$ cat src/rtl/riscv_pkg.sv
// Shared RISC-V pipeline definitions: datapath width default, ALU encodings and
// the decoder control bundle with its bubble value.
package riscv_pkg;

  localparam int XLEN_DEFAULT = 32;
  localparam int REG_ADDR_W   = 5;
  localparam int FUNCT3_W     = 3;
  localparam int ALU_CTRL_W   = 4;

  localparam logic [ALU_CTRL_W-1:0] ALU_ADD = 4'b0000;

  typedef struct packed {
    logic                  reg_write;
    logic                  alu_src;
    logic                  mem_write;
    logic                  mem_to_reg;
    logic                  branch;
    logic                  mem_read;
    logic [ALU_CTRL_W-1:0] alu_ctrl;
  } ctrl_t;

  // A bubble is a harmless ADD that writes nothing and touches no memory.
  localparam ctrl_t CTRL_BUBBLE = '{
    reg_write:  1'b0,
    alu_src:    1'b0,
    mem_write:  1'b0,
    mem_to_reg: 1'b0,
    branch:     1'b0,
    mem_read:   1'b0,
    alu_ctrl:   ALU_ADD
  };

  function automatic ctrl_t gate_ctrl(input ctrl_t ctrl, input logic valid);
    return valid ? ctrl : CTRL_BUBBLE;
  endfunction

endpackage

$ cat src/rtl/hazard_detect.sv
// Load-use hazard detector: asks for a one-cycle stall when the load in EX
// writes a register that the instruction in ID reads.
module hazard_detect
  import riscv_pkg::*;
(
  input  logic                  id_valid_i,
  input  logic [REG_ADDR_W-1:0] id_rs1_i,
  input  logic [REG_ADDR_W-1:0] id_rs2_i,
  input  logic                  ex_valid_i,
  input  logic                  ex_mem_read_i,
  input  logic [REG_ADDR_W-1:0] ex_rd_i,
  output logic                  stall_o
);

  logic rd_nonzero_s;
  logic rd_match_s;

  // x0 is hard-wired to zero, so a load targeting it never creates a dependency.
  assign rd_nonzero_s = (ex_rd_i != {REG_ADDR_W{1'b0}});
  assign rd_match_s   = (ex_rd_i == id_rs1_i) | (ex_rd_i == id_rs2_i);
  assign stall_o      = id_valid_i & ex_valid_i & ex_mem_read_i & rd_nonzero_s & rd_match_s;

endmodule

$ cat src/rtl/id_ex_stage.sv
// ID/EX pipeline register bank with flush, global hold, load-use bubble
// insertion and a saturating count of inserted bubbles.
module id_ex_stage
  import riscv_pkg::*;
#(
  parameter int XLEN  = XLEN_DEFAULT,
  parameter int CNT_W = 16
) (
  input  logic                  clk,
  input  logic                  rst,
  input  logic                  id_valid_i,
  input  logic [XLEN-1:0]       id_pc_i,
  input  logic [XLEN-1:0]       id_rs1_data_i,
  input  logic [XLEN-1:0]       id_rs2_data_i,
  input  logic [XLEN-1:0]       id_imm_i,
  input  logic [REG_ADDR_W-1:0] id_rs1_i,
  input  logic [REG_ADDR_W-1:0] id_rs2_i,
  input  logic [REG_ADDR_W-1:0] id_rd_i,
  input  logic [FUNCT3_W-1:0]   id_funct3_i,
  input  logic                  id_RegWrite_i,
  input  logic                  id_ALUSrc_i,
  input  logic                  id_MemWrite_i,
  input  logic                  id_MemToReg_i,
  input  logic                  id_Branch_i,
  input  logic                  id_MemRead_i,
  input  logic [ALU_CTRL_W-1:0] id_ALUControl_i,
  input  logic                  flush_i,
  input  logic                  hold_i,
  output logic                  ex_valid_o,
  output logic [XLEN-1:0]       ex_pc_o,
  output logic [XLEN-1:0]       ex_rs1_data_o,
  output logic [XLEN-1:0]       ex_rs2_data_o,
  output logic [XLEN-1:0]       ex_imm_o,
  output logic [REG_ADDR_W-1:0] ex_rs1_o,
  output logic [REG_ADDR_W-1:0] ex_rs2_o,
  output logic [REG_ADDR_W-1:0] ex_rd_o,
  output logic [FUNCT3_W-1:0]   ex_funct3_o,
  output logic                  ex_RegWrite_o,
  output logic                  ex_ALUSrc_o,
  output logic                  ex_MemWrite_o,
  output logic                  ex_MemToReg_o,
  output logic                  ex_Branch_o,
  output logic                  ex_MemRead_o,
  output logic [ALU_CTRL_W-1:0] ex_ALUControl_o,
  output logic                  stall_o,
  output logic [CNT_W-1:0]      bubble_cnt_o
);

  logic                  valid_q,    valid_d;
  logic [XLEN-1:0]       pc_q,       pc_d;
  logic [XLEN-1:0]       rs1_data_q, rs1_data_d;
  logic [XLEN-1:0]       rs2_data_q, rs2_data_d;
  logic [XLEN-1:0]       imm_q,      imm_d;
  logic [REG_ADDR_W-1:0] rs1_q,      rs1_d;
  logic [REG_ADDR_W-1:0] rs2_q,      rs2_d;
  logic [REG_ADDR_W-1:0] rd_q,       rd_d;
  logic [FUNCT3_W-1:0]   funct3_q,   funct3_d;
  ctrl_t                 ctrl_q,     ctrl_d;
  logic [CNT_W-1:0]      cnt_q,      cnt_d;

  ctrl_t id_ctrl_s;
  logic  stall_s;

  assign id_ctrl_s = '{
    reg_write:  id_RegWrite_i,
    alu_src:    id_ALUSrc_i,
    mem_write:  id_MemWrite_i,
    mem_to_reg: id_MemToReg_i,
    branch:     id_Branch_i,
    mem_read:   id_MemRead_i,
    alu_ctrl:   id_ALUControl_i
  };

  hazard_detect u_hazard_detect (
    .id_valid_i    (id_valid_i),
    .id_rs1_i      (id_rs1_i),
    .id_rs2_i      (id_rs2_i),
    .ex_valid_i    (valid_q),
    .ex_mem_read_i (ctrl_q.mem_read),
    .ex_rd_i       (rd_q),
    .stall_o       (stall_s)
  );

  // Next-state selection: flush beats hold beats load-use stall beats capture.
  always_comb begin
    valid_d    = valid_q;
    pc_d       = pc_q;
    rs1_data_d = rs1_data_q;
    rs2_data_d = rs2_data_q;
    imm_d      = imm_q;
    rs1_d      = rs1_q;
    rs2_d      = rs2_q;
    rd_d       = rd_q;
    funct3_d   = funct3_q;
    ctrl_d     = ctrl_q;
    cnt_d      = cnt_q;
    if (flush_i || (!hold_i && stall_s)) begin
      valid_d    = 1'b0;
      pc_d       = '0;
      rs1_data_d = '0;
      rs2_data_d = '0;
      imm_d      = '0;
      rs1_d      = '0;
      rs2_d      = '0;
      rd_d       = '0;
      funct3_d   = '0;
      ctrl_d     = CTRL_BUBBLE;
      // Only a real load-use bubble is counted; a flush absorbs any coincident stall.
      if (!flush_i && !(&cnt_q)) begin
        cnt_d = cnt_q + CNT_W'(1);
      end else begin
        cnt_d = cnt_q;
      end
    end else if (hold_i) begin
      cnt_d = cnt_q;
    end else begin
      valid_d    = id_valid_i;
      pc_d       = id_pc_i;
      rs1_data_d = id_rs1_data_i;
      rs2_data_d = id_rs2_data_i;
      imm_d      = id_imm_i;
      rs1_d      = id_rs1_i;
      rs2_d      = id_rs2_i;
      rd_d       = id_rd_i;
      funct3_d   = id_funct3_i;
      ctrl_d     = gate_ctrl(id_ctrl_s, id_valid_i);
    end
  end

  // Pipeline register bank with synchronous reset.
  always_ff @(posedge clk) begin
    if (rst) begin
      valid_q    <= 1'b0;
      pc_q       <= '0;
      rs1_data_q <= '0;
      rs2_data_q <= '0;
      imm_q      <= '0;
      rs1_q      <= '0;
      rs2_q      <= '0;
      rd_q       <= '0;
      funct3_q   <= '0;
      ctrl_q     <= CTRL_BUBBLE;
      cnt_q      <= '0;
    end else begin
      valid_q    <= valid_d;
      pc_q       <= pc_d;
      rs1_data_q <= rs1_data_d;
      rs2_data_q <= rs2_data_d;
      imm_q      <= imm_d;
      rs1_q      <= rs1_d;
      rs2_q      <= rs2_d;
      rd_q       <= rd_d;
      funct3_q   <= funct3_d;
      ctrl_q     <= ctrl_d;
      cnt_q      <= cnt_d;
    end
  end

  assign ex_valid_o      = valid_q;
  assign ex_pc_o         = pc_q;
  assign ex_rs1_data_o   = rs1_data_q;
  assign ex_rs2_data_o   = rs2_data_q;
  assign ex_imm_o        = imm_q;
  assign ex_rs1_o        = rs1_q;
  assign ex_rs2_o        = rs2_q;
  assign ex_rd_o         = rd_q;
  assign ex_funct3_o     = funct3_q;
  assign ex_RegWrite_o   = ctrl_q.reg_write;
  assign ex_ALUSrc_o     = ctrl_q.alu_src;
  assign ex_MemWrite_o   = ctrl_q.mem_write;
  assign ex_MemToReg_o   = ctrl_q.mem_to_reg;
  assign ex_Branch_o     = ctrl_q.branch;
  assign ex_MemRead_o    = ctrl_q.mem_read;
  assign ex_ALUControl_o = ctrl_q.alu_ctrl;
  assign stall_o         = stall_s;
  assign bubble_cnt_o    = cnt_q;

endmodule

$ cat config.mk
export PLATFORM = sky130hd
export DESIGN_NAME = id_ex_stage
export DESIGN_NICKNAME = d
export VERILOG_FILES = /design/src/rtl/riscv_pkg.sv /design/src/rtl/hazard_detect.sv /design/src/rtl/id_ex_stage.sv
export SDC_FILE = /design/constraint.sdc
export NUM_CORES = 1
export LEC_CHECK = 0
export ABC_AREA = 1
export CAP_MARGIN = 40
export CORE_AREA = 2 2 129 131
export DETAILED_ROUTE_END_ITERATION = 10
export DIE_AREA = 0 0 131 133
export HOLD_SLACK_MARGIN = 0.05
export PLACE_DENSITY = 0.95
export SYNTH_ARGS = -nofsm -noshare
export SYNTH_HDL_FRONTEND = slang
export SYNTH_SLANG_ARGS = --single-unit
export TNS_END_PERCENT = 20
$ cat constraint.sdc
create_clock -name clk -period 3.15 [get_ports clk]
set_input_delay 0.63 -clock clk [delete_from_list [all_inputs] [get_ports clk]]
set_output_delay 0.63 -clock clk [all_outputs]
set_load 0.1 [all_outputs]
==> results.txt <==
critical path class: input pin to output port
Final setup viols: 0
max cap viols: 0
clock buffer depth: 2
DR pass1 iterations: 8
Req. time, crit path: 2.52 ns
io pins: 335
cell row count: 47
Area contributors post-synth: dfxtp_1 (50%), nand2_1 (19%), a21oi_2 (14%)
Hold-fix buffers, CTS: 0
most common cell in the synthesized netlist: nand2_1
CP max stage cell: clkdlybuf4s50_1
Cells after Synth: 857
most used cell, CP: nand2_1
clock root buffer: clkbuf_16
core area: 0.0162 sq mm
Synth Area per Inst: 8.15 sq um
die footprint: 0.0174 sq mm
die width: 131 um
DRC: 0
nets: 1,326
synthesized flop and latch total: 173
run status: finished clean
worst path cell trace: clkdlybuf4s50_1 > inv_1 > nand2_1 > nand2_1 > nor2_1 > nand3_1 > a21oi_2 > buf_12
Post-Route Utilization: 0.651
cell area after layout: 0.0105 sq mm
drt via density: 4.91
Final Cycle Share: 0.856
total CTS buffers: 17
Slew @ Worst Pin: 0.515 ns
CP Launch Type: input pin
multi-input logic area: 0.00309 sq mm
min Tclk post-route: 2.70 ns
hpwl dp: 15,400 um
Max Fclk: 0.371 GHz
clk_skew: 0.00974 ns
list of most frequent post-synthesis cells: nand2_1 (351), dfxtp_1 (173), a21oi_2 (110)
fin cells: 1,397
Yosys top cell by area: dfxtp_1
Worst-path clk slew: 0.07 ns
Routed Antenna Nets: 0
Yosys top cell area share: 0.496
vias in the first global route: 6,578
Inst Count DP: 1,365
Yosys warning total: 0
crit path capture type: output port
Initial Util: 0.432
CP max FO: 2
Fillers: 1,269
Sequential Area: 0.00346 sq mm
Antenna diodes: 0
CTS Sinks: 173
Remaining Overflow, GRT: 0
TNS Setup: 0 ns
max incr delay on CP: 0.48 ns
Pwr per Cell Area: 512 mW/mm^2
Post-synth EDFFs: 0
Port Buf Inserts: 334
Max Slew Vio Count: 0
GRT Resource Usage Total: 0.239
Peak VDD IR: 0.401 mV
area of the mapped netlist: 0.00698 sq mm
ys flop type: dfxtp_1
Arr. time, crit path: 2.07 ns
RSZ-0062 raised after global routing: false
layout cells sized above 1: 0.287
Iteration-0 DRC Markers: 352
syn nets: 1,019
Post-CTS Resized: 0
max_slew headroom: 0.657
worst hold-check path type: flop to flop
Via Count: 6,856
first-pass GRT wire length: 32,900 um
GP Congestion: 0.894
Area growth, synth to finish: 50.8%
Clock H-tree levels: 4
Cell Area, Placed: 0.00996 sq mm
sequential share of the synthesized area: 0.496
initial antenna violation count: 0
largest net degree at the start of global routing: 118
cell leakage power: 4.23 nW
Async SR Flop Fraction: 0
Detailed Route WL: 21,500 um
worst hold slack: 0.465 ns
Clk Latency, worst-skew pair: 0.42 ns
Die Y: 133 um
Post-CTS Setup Bufs: 0
WL/cell: 15.4 um
Fin. Hold Viols: 0
Synth cell types: 28
CTS tree: built
path summary, 6_finish.rpt:
kind | startpoint | end | slack [ns] | cells after the start
max reg2reg | ex_rd_o[2]$_SDFFE_PP0N_ | ex_MemToReg_o$_SDFFE_PP0N_ | 1.11 | 10
min reg2reg | ex_pc_o[6]$_SDFFE_PP0N_ | ex_pc_o[6]$_SDFFE_PP0N_ | 0.47 | 2
max | id_rs1_i[2] | stall_o | 0.45 | 8
min | ex_pc_o[6]$_SDFFE_PP0N_ | ex_pc_o[6]$_SDFFE_PP0N_ | 0.47 | 2
cells by family (layout without fill, tap and decap cells):
family	Yosys count	count (layout)	share of synthesized area
flip-flops	173	173	0.496
buffers and inverters	79	399	0.0615
AO/OA/AOI/OAI	174	174	0.187
adder cells (fa/ha/maj)	1	1	0.00179
AND/OR/NAND/NOR	414	414	0.233
XOR/XNOR	16	16	0.0201
critical path: cells and delay by family:
family                 cells  cell delay (ns)
and+or+nand+nor            4             0.47
AOI/OAI and AO/OA          1             0.23
buffers and inverters      3             0.73
sequential cells by signal, summed over array words and instances, names as in the netlist, 5 cells and up:
signal,count
ex_rs1_data_o,32
ex_rs1_o,5
ex_rd_o,5
ex_imm_o,32
ex_rs2_o,5
bubble_cnt_o,16
ex_rs2_data_o,32
ex_pc_o,32
metal layers:
layer / vias up / wire [um] / global-route usage
li1: 3344 / - / -
met1: 3161 / 8470 / 0.273
met2: 296 / 10300 / 0.395
met3: 55 / 1950 / 0.0776
met4: 0 / 841 / 0.124
met5: - / 0 / 0
through the flow:
step                      setup WS, ns  total power [mW]
after detailed placement         0.471              3.39
after global routing             0.349              5.59
after floorplan                  0.172              3.03
final                            0.454              5.39
after CTS                        0.453              5.43
after global placement           0.491              3.37
layout by cell type, fill, tap and decap left out, types with 2 or more instances in the layout:
cell,count
nand2_1,351
buf_4,179
dfxtp_1,173
clkdlybuf4s50_1,159
a21oi_2,111
nor2_1,42
a21oi_1,42
inv_1,18
clkbuf_16,17
o21ai_0,11
a22oi_1,10
xnor2_1,8
nand3_1,8
xor2_1,8
inv_6,6
buf_12,5
inv_2,4
nor3_1,4
clkinv_2,3
nand4_1,2
clkinvlp_4,2
cell type report:
cell class / instances / area share
sequential: 173 / 0.329
inverter: 24 / 0.00879
multi-input combinational: 605 / 0.294
clock inverter: 14 / 0.0126
timing repair buffer: 343 / 0.288
tap: 220 / 0.0261
clock buffer: 18 / 0.0417
where the power goes:
group / leakage [nW] / internal, mW / switching [mW]
clock network: 0.280 / 1.13 / 0.927
logic: 2.54 / 0.332 / 0.719
registers: 1.41 / 2.25 / 0.0370
total: 4.23 / 3.71 / 1.68
No activity file was read; power rests on OpenSTA's default activity.
